$ cat src/rtl/uart_pkg.sv
// Shared types and constants for the UART packet deframer.
// Latency: n/a (declarations only).
// Backpressure: n/a.
package uart_pkg;

  typedef enum logic [1:0] {
    ST_HUNT    = 2'd0,
    ST_LEN     = 2'd1,
    ST_PAYLOAD = 2'd2,
    ST_CHECK   = 2'd3
  } state_t;

  localparam logic [1:0] ERR_NONE = 2'b00;
  localparam logic [1:0] ERR_LEN  = 2'b01;
  localparam logic [1:0] ERR_CHK  = 2'b10;
  localparam logic [1:0] ERR_OVF  = 2'b11;

  localparam logic [7:0] DEF_SOF = 8'hA5;

endpackage

$ cat src/rtl/uart_byte_fifo.sv
// Shift-register FIFO; entry 0 is always the head, so o_head comes straight from a flop.
// Latency: a push into an empty FIFO is visible at o_head/!o_empty after one clk edge.
// Backpressure: push is dropped when full unless a pop happens in the same cycle.
module uart_byte_fifo #(
  parameter int WIDTH = 9,
  parameter int DEPTH = 4
) (
  input  logic             clk,
  input  logic             rst_n,
  input  logic             i_push,
  input  logic [WIDTH-1:0] i_din,
  input  logic             i_pop,
  output logic [WIDTH-1:0] o_head,
  output logic             o_full,
  output logic             o_empty
);

  localparam int AW = $clog2(DEPTH);
  localparam int CW = AW + 1;

  logic [WIDTH-1:0] r_mem [DEPTH];
  logic [CW-1:0]    r_cnt;
  logic             w_pop;
  logic             w_push;
  logic [CW-1:0]    w_widx;

  assign o_empty = (r_cnt == '0);
  assign o_full  = (r_cnt == CW'(DEPTH));
  assign o_head  = r_mem[0];
  assign w_pop   = i_pop & ~o_empty;
  assign w_push  = i_push & (~o_full | w_pop);
  // on a simultaneous pop the new entry lands one slot lower, after the shift
  assign w_widx  = w_pop ? (r_cnt - CW'(1)) : r_cnt;

  // storage shift on pop, write at tail on push, occupancy count
  always_ff @(posedge clk or negedge rst_n) begin
    if (!rst_n) begin
      for (int i = 0; i < DEPTH; i++) r_mem[i] <= '0;
      r_cnt <= '0;
    end else begin
      if (w_pop) begin
        for (int i = 0; i < DEPTH - 1; i++) r_mem[i] <= r_mem[i+1];
      end
      if (w_push) r_mem[w_widx[AW-1:0]] <= i_din;
      r_cnt <= r_cnt + CW'(w_push) - CW'(w_pop);
    end
  end

endmodule

$ cat src/rtl/uart_pkt_deframer.sv
// Deframes SOF,LEN,payload,CHK from a UART byte stream; payload streams out before the checksum verdict.
// Latency: payload byte strobe to m_valid is 1 clk (FIFO empty); rx_done edge to strobe is 2 clk (synchronizer).
// Backpressure: m_ready stalls the output FIFO; payload bytes arriving while full are dropped and the frame fails.
// Optional inter-byte timeout enabled by defining DEFRAMER_TIMEOUT_EN.
module uart_pkt_deframer
  import uart_pkg::*;
#(
  parameter logic [7:0] SOF         = DEF_SOF,
  parameter int         MAX_LEN     = 16,
  parameter int         FIFO_DEPTH  = 4,
  parameter int         TIMEOUT_CYC = 2000
) (
  input  logic       clk,
  input  logic       rst_n,
  input  logic       rx_done,
  input  logic [7:0] rx_data,
  output logic       m_valid,
  output logic [7:0] m_data,
  output logic       m_last,
  input  logic       m_ready,
  output logic       frame_ok,
  output logic       frame_err,
  output logic [1:0] err_code
);

  localparam logic [7:0] MAX_LEN8 = 8'(MAX_LEN);

  logic [1:0] r_sync;
  logic [1:0] r_fill;
  logic       r_prev;
  logic       r_armed;
  state_t     r_state;
  logic [7:0] r_rem;
  logic [7:0] r_xor;
  logic       r_ovf;

  logic       w_strobe;
  logic       w_pop;
  logic       w_full;
  logic       w_empty;
  logic       w_in_pay;
  logic       w_push;
  logic       w_drop;
  logic       w_last;
  logic       w_tmo_hit;
  logic [8:0] w_head;

  // r_fill marks when r_sync[1] holds a real sample; r_armed needs one real low
  // sample, so rx_done already high at reset release cannot look like an edge
  always_ff @(posedge clk or negedge rst_n) begin
    if (!rst_n) begin
      r_sync  <= 2'b00;
      r_fill  <= 2'b00;
      r_prev  <= 1'b0;
      r_armed <= 1'b0;
    end else begin
      r_sync <= {r_sync[0], rx_done};
      r_fill <= {r_fill[0], 1'b1};
      r_prev <= r_sync[1];
      if (r_fill[1] && !r_sync[1]) r_armed <= 1'b1;
    end
  end

  // rx_data is long stable by the time the synchronized edge shows up
  assign w_strobe = r_armed & r_sync[1] & ~r_prev;

  assign w_pop    = m_valid & m_ready;
  assign w_in_pay = w_strobe && (r_state == ST_PAYLOAD);
  assign w_push   = w_in_pay && (!w_full || w_pop);
  assign w_drop   = w_in_pay && w_full && !w_pop;
  assign w_last   = (r_rem == 8'd1);

  uart_byte_fifo #(
    .WIDTH (9),
    .DEPTH (FIFO_DEPTH)
  ) u_fifo (
    .clk     (clk),
    .rst_n   (rst_n),
    .i_push  (w_push),
    .i_din   ({w_last, rx_data}),
    .i_pop   (w_pop),
    .o_head  (w_head),
    .o_full  (w_full),
    .o_empty (w_empty)
  );

  assign m_valid = ~w_empty;
  assign m_last  = w_head[8];
  assign m_data  = w_head[7:0];

`ifdef DEFRAMER_TIMEOUT_EN
  localparam int TW = $clog2(TIMEOUT_CYC + 1);
  logic [TW-1:0] r_tmo;

  // idle-cycle counter, restarted by every byte and parked while hunting
  always_ff @(posedge clk or negedge rst_n) begin
    if (!rst_n) begin
      r_tmo <= '0;
    end else if (w_strobe || r_state == ST_HUNT) begin
      r_tmo <= '0;
    end else begin
      r_tmo <= r_tmo + TW'(1);
    end
  end

  assign w_tmo_hit = (r_state != ST_HUNT) && (r_tmo == TW'(TIMEOUT_CYC - 1));
`else
  logic w_unused_tmo;
  assign w_unused_tmo = (TIMEOUT_CYC > 0);
  assign w_tmo_hit    = 1'b0;
`endif

  // frame FSM with registered verdict pulses and sticky error cause
  always_ff @(posedge clk or negedge rst_n) begin
    if (!rst_n) begin
      r_state   <= ST_HUNT;
      r_rem     <= 8'd0;
      r_xor     <= 8'd0;
      r_ovf     <= 1'b0;
      frame_ok  <= 1'b0;
      frame_err <= 1'b0;
      err_code  <= ERR_NONE;
    end else begin
      frame_ok  <= 1'b0;
      frame_err <= 1'b0;
      if (w_strobe) begin
        case (r_state)
          ST_HUNT: begin
            if (rx_data == SOF) begin
              r_state <= ST_LEN;
              r_ovf   <= 1'b0;
            end
          end
          ST_LEN: begin
            if (rx_data == 8'd0 || rx_data > MAX_LEN8) begin
              frame_err <= 1'b1;
              err_code  <= ERR_LEN;
              r_state   <= ST_HUNT;
            end else begin
              r_rem   <= rx_data;
              r_xor   <= rx_data;
              r_state <= ST_PAYLOAD;
            end
          end
          ST_PAYLOAD: begin
            r_xor <= r_xor ^ rx_data;
            r_rem <= r_rem - 8'd1;
            if (w_drop) r_ovf <= 1'b1;
            if (w_last) r_state <= ST_CHECK;
          end
          ST_CHECK: begin
            if (r_ovf) begin
              frame_err <= 1'b1;
              err_code  <= ERR_OVF;
            end else if (rx_data != r_xor) begin
              frame_err <= 1'b1;
              err_code  <= ERR_CHK;
            end else begin
              frame_ok <= 1'b1;
            end
            r_state <= ST_HUNT;
          end
          default: r_state <= ST_HUNT;
        endcase
      end else if (w_tmo_hit) begin
        frame_err <= 1'b1;
        err_code  <= ERR_OVF;
        r_state   <= ST_HUNT;
      end
    end
  end

endmodule

$ cat config.mk
export PLATFORM = sky130hd
export DESIGN_NAME = uart_pkt_deframer
export DESIGN_NICKNAME = d
export VERILOG_FILES = /design/src/rtl/uart_pkg.sv /design/src/rtl/uart_byte_fifo.sv /design/src/rtl/uart_pkt_deframer.sv
export SDC_FILE = /design/constraint.sdc
export NUM_CORES = 1
export LEC_CHECK = 0
export ABC_AREA = 0
export BUFFER_PORTS_ARGS = -buffer_cell sky130_fd_sc_hd__buf_2
export CAP_MARGIN = 20
export CORE_ASPECT_RATIO = 1.25
export CORE_MARGIN = 3
export CORE_UTILIZATION = 40
export CTS_BUF_LIST = sky130_fd_sc_hd__clkbuf_2
export DETAILED_ROUTE_END_ITERATION = 8
export PLACE_DENSITY = 0.64
export RECOVER_POWER = 25
export SYNTH_ARGS = -nofsm -noshare
export SYNTH_HDL_FRONTEND = slang
export SYNTH_SLANG_ARGS = --single-unit
$ cat constraint.sdc
create_clock -name clk -period 5.5 [get_ports clk]
set_input_delay 0.55 -clock clk [delete_from_list [all_inputs] [get_ports clk]]
set_output_delay 0.55 -clock clk [all_outputs]
set_load 0.02 [all_outputs]
==> impl_results.md <==
* Hold WC Path Type: in -> reg
* Crit-path max cell delay at 0.65 ns
* Routed wire length per instance at 15.21 um
* Pre-Repair DR Iteration Count at 4
* CP max-delay cell: inv_2
* Post-synth top area cell: dfrtp_1
* Top Ports at 26
* Iter 0 DRT Violations at 135
* Final setup vio count at 0
* Standard-cell rows at 37
* Multiplexer area fraction after synthesis at 12.72%
* FFs w/ async S/R, synth at 100.0%
* Multi-input gate area at 0.001574 mm2
* DP HPWL at 4.702 mm
* Fraction of layout cells with a size suffix above 1 at 22.04%
* Cts bufs inserted at 9
* Max Transition Viols Final at 69
* Status: finished, violations left
* Top-area cell type share of the netlist area at 49.15%
* Synth Net Count at 368
* Via count at 2482
* Vias in the first global route at 2391
* Crit path time final at 3.503 ns
* Placeable Area at 0.008333 mm2
* Sequential Area at 0.001702 mm2
* I/O Buffers at 25
* Largest net degree at the start of global routing at 69
* Max Freq at 0.2855 GHz
* Worst Path Arrival at 3.89 ns
* Area of the die at 0.009814 mm2
* Final period util at 63.69%
* Routability Congestion at 0.7885
* Synth cell count leaders: nand2_1 (84), dfrtp_1 (68), mux2_2 (32)
* Critical Path Start Type: flip-flop
* H-tree depth at 3
* Clock skew at 0.03914 ns
* Leakage at 1.764 nW
* Synth-to-Final Area Change at 5.493%
* Initial Util at 41.55%
* Seq/Total Area, Yosys at 49.15%
* Clock latency on the worst-skew pair at 0.51 ns
* Simple-gate portion of the synthesized area at 18.50%
* Clk sink count at 68
* GRT overflow at 0
* Yosys cell types at 52
* Clock transition at the registers of the reported paths at 0.19 ns
* Max cap viols at 1
* Worst Setup End Kind: flip-flop
* Number of setup buffers added after CTS at 0
* # nets final at 376
* Number of hold buffers added after CTS at 0
* Worst setup margin at 1.997 ns
* GRT Util Overall at 15.65%
* Slew at the pin closest to its max-slew limit at 3.640 ns
* Largest family of logic cells by synthesized area: simple AND/OR/NAND/NOR gates
* Antenna violations before repair at 0
* Via density at 5.396
* RSZ-0062 raised after global routing: no
* Cell breakdown of the critical path: inv_1 > ha_1 > nand2b_1 > nand2_1 > inv_2 > ha_1 > inv_1 > and4_1 > nand2_1 > mux2_2
* Antenna cells at 0
* Fillers at 829
* Failing checks: capacitance limit, slew limit
* Synth warn at 0
* Area contributors post-synth: dfrtp_1 (49%), mux2_2 (10%), nand2_1 (9.1%)
* Die span in x at 89.21 um
* Slew HR at -142.7%
* Synthesis-stage register bit count at 68
* Critical Path RT at 5.89 ns
* Fin. Hold Viols at 0
* Root Driver: clkbuf_2
* Post-Route Utilization at 43.83%
* WL final at 6.998 mm
* Synth Area in Adders at 2.385%
* Post-CTS resize count at 0
* P per Cell Area at 435.2 mW/mm2
* First-pass GRT wire length at 11.79 mm
* Crit Path Class: reg -> reg
* Pre-CTS setup slack at 2.019 ns
* Mapped Avg Cell Area at 9.892 um2
* Drt drc at 0
* Setup TNS at 0 ns
* Most frequent cell after synthesis: nand2_1
* CP Max Fanout at 28
* Synth Area in XOR/XNOR at 2.783%
* Die H at 110.0 um
* Syn Inst Count at 350
* EDFF count, synth at 0
* Post-synthesis cell area at 0.003462 mm2
* Worst IR Drop VDD at 120.1 uV
* Dominant synthesized flop cell: dfrtp_1
* CTS max path bufs at 2
* Post-synthesis compound-gate area fraction at 8.963%
* CTS tree: done
* Detail Route Antenna Nets at 0
-- final timing paths --
kind	startpoint	to	slack, ns	cells after the start
setup / recovery	u_fifo.r_cnt[1]	u_fifo.r_mem[18]	2.00	10
hold / removal	rx_done	r_sync[0]	0.15	1
setup reg to reg	u_fifo.r_cnt[1]	u_fifo.r_mem[18]	2.00	10
hold reg to reg	r_sync[0]	r_sync[1]	0.35	0
max in group asynchronous	rst_n	r_xor[0]	2.08	2
min in group asynchronous	rst_n	frame_ok	1.37	2
-- layer usage --
layer  share of wire, %  vias up  global-route usage, %
met4                1.3        0                  5.532
met2                 50       41                  25.76
met1                 46     1217                  20.49
li1                   -     1216                      -
met5                  0        -                      0
met3                2.7        8                  2.974
-- through the flow --
step | area, um2 | hold WS [ns] | cells | total power, mW
floorplan | 3462 | 0.2544 | 350 | 1.267
global placement | 3575 | 0.3337 | 444 | 1.342
detailed placement | 3575 | 0.3373 | 444 | 1.368
CTS | 3656 | 0.1133 | 460 | 1.606
global route | 3652 | 0.1008 | 460 | 1.731
finish | 3652 | 0.1477 | 460 | 1.589
-- power breakdown --
group | total [mW] | switching (mW) | internal [mW] | leakage, nW
clock network | 0.238 | 0.181 | 0.0568 | 0.0589
logic | 0.549 | 0.294 | 0.256 | 0.838
registers | 0.802 | 0.129 | 0.673 | 0.868
total | 1.59 | 0.604 | 0.985 | 1.76
-- cell usage in the layout, fill, tap and decap left out, types with 2 or more instances in the layout --
| cell type | n |
|---|---|
| a21o_1 | 2 |
| a21oi_1 | 13 |
| a311oi_1 | 8 |
| and3_1 | 3 |
| and3b_1 | 2 |
| buf_2 | 25 |
| clkbuf_2 | 10 |
| clkinv_2 | 4 |
| dfrtp_1 | 68 |
| ha_1 | 5 |
| inv_1 | 9 |
| mux2_2 | 32 |
| mux2i_1 | 8 |
| nand2_1 | 84 |
| nand2b_1 | 2 |
| nand3_1 | 8 |
| nand3b_1 | 2 |
| nand4_1 | 2 |
| nor2_1 | 13 |
| nor2b_1 | 2 |
| nor3_1 | 4 |
| nor4_1 | 4 |
| o21ai_0 | 7 |
| o22ai_1 | 2 |
| o311ai_0 | 2 |
| or3_1 | 4 |
| xnor2_1 | 10 |
-- final cells by class --
cell class,instances,area share [%]
tap,97,3.323
clock buffer,10,1.370
multi-input combinational,242,43.10
inverter,10,1.028
clock inverter,6,0.8565
sequential,68,46.59
timing repair buffer,27,3.734
-- cells by family (layout without fill, tap and decap cells) --
logic type,after synthesis,in the layout
AO/OA/AOI/OAI,45,45
XOR/XNOR,11,11
adder cells (fa/ha/maj),6,6
buffers and inverters,40,53
flip-flops,68,68
multiplexers,40,40
other,1,1
AND/OR/NAND/NOR,139,139
-- critical path: cells and delay by family (launching register included) --
kind | cells | cell delay [ns]
adder cells (fa/ha/maj) | 2 | 0.55
multiplexers | 1 | 0.37
AND/OR/NAND/NOR | 4 | 1.17
flip-flops | 1 | 0.51
buffers and inverters | 3 | 0.81
(Power assumes the default switching activity.)
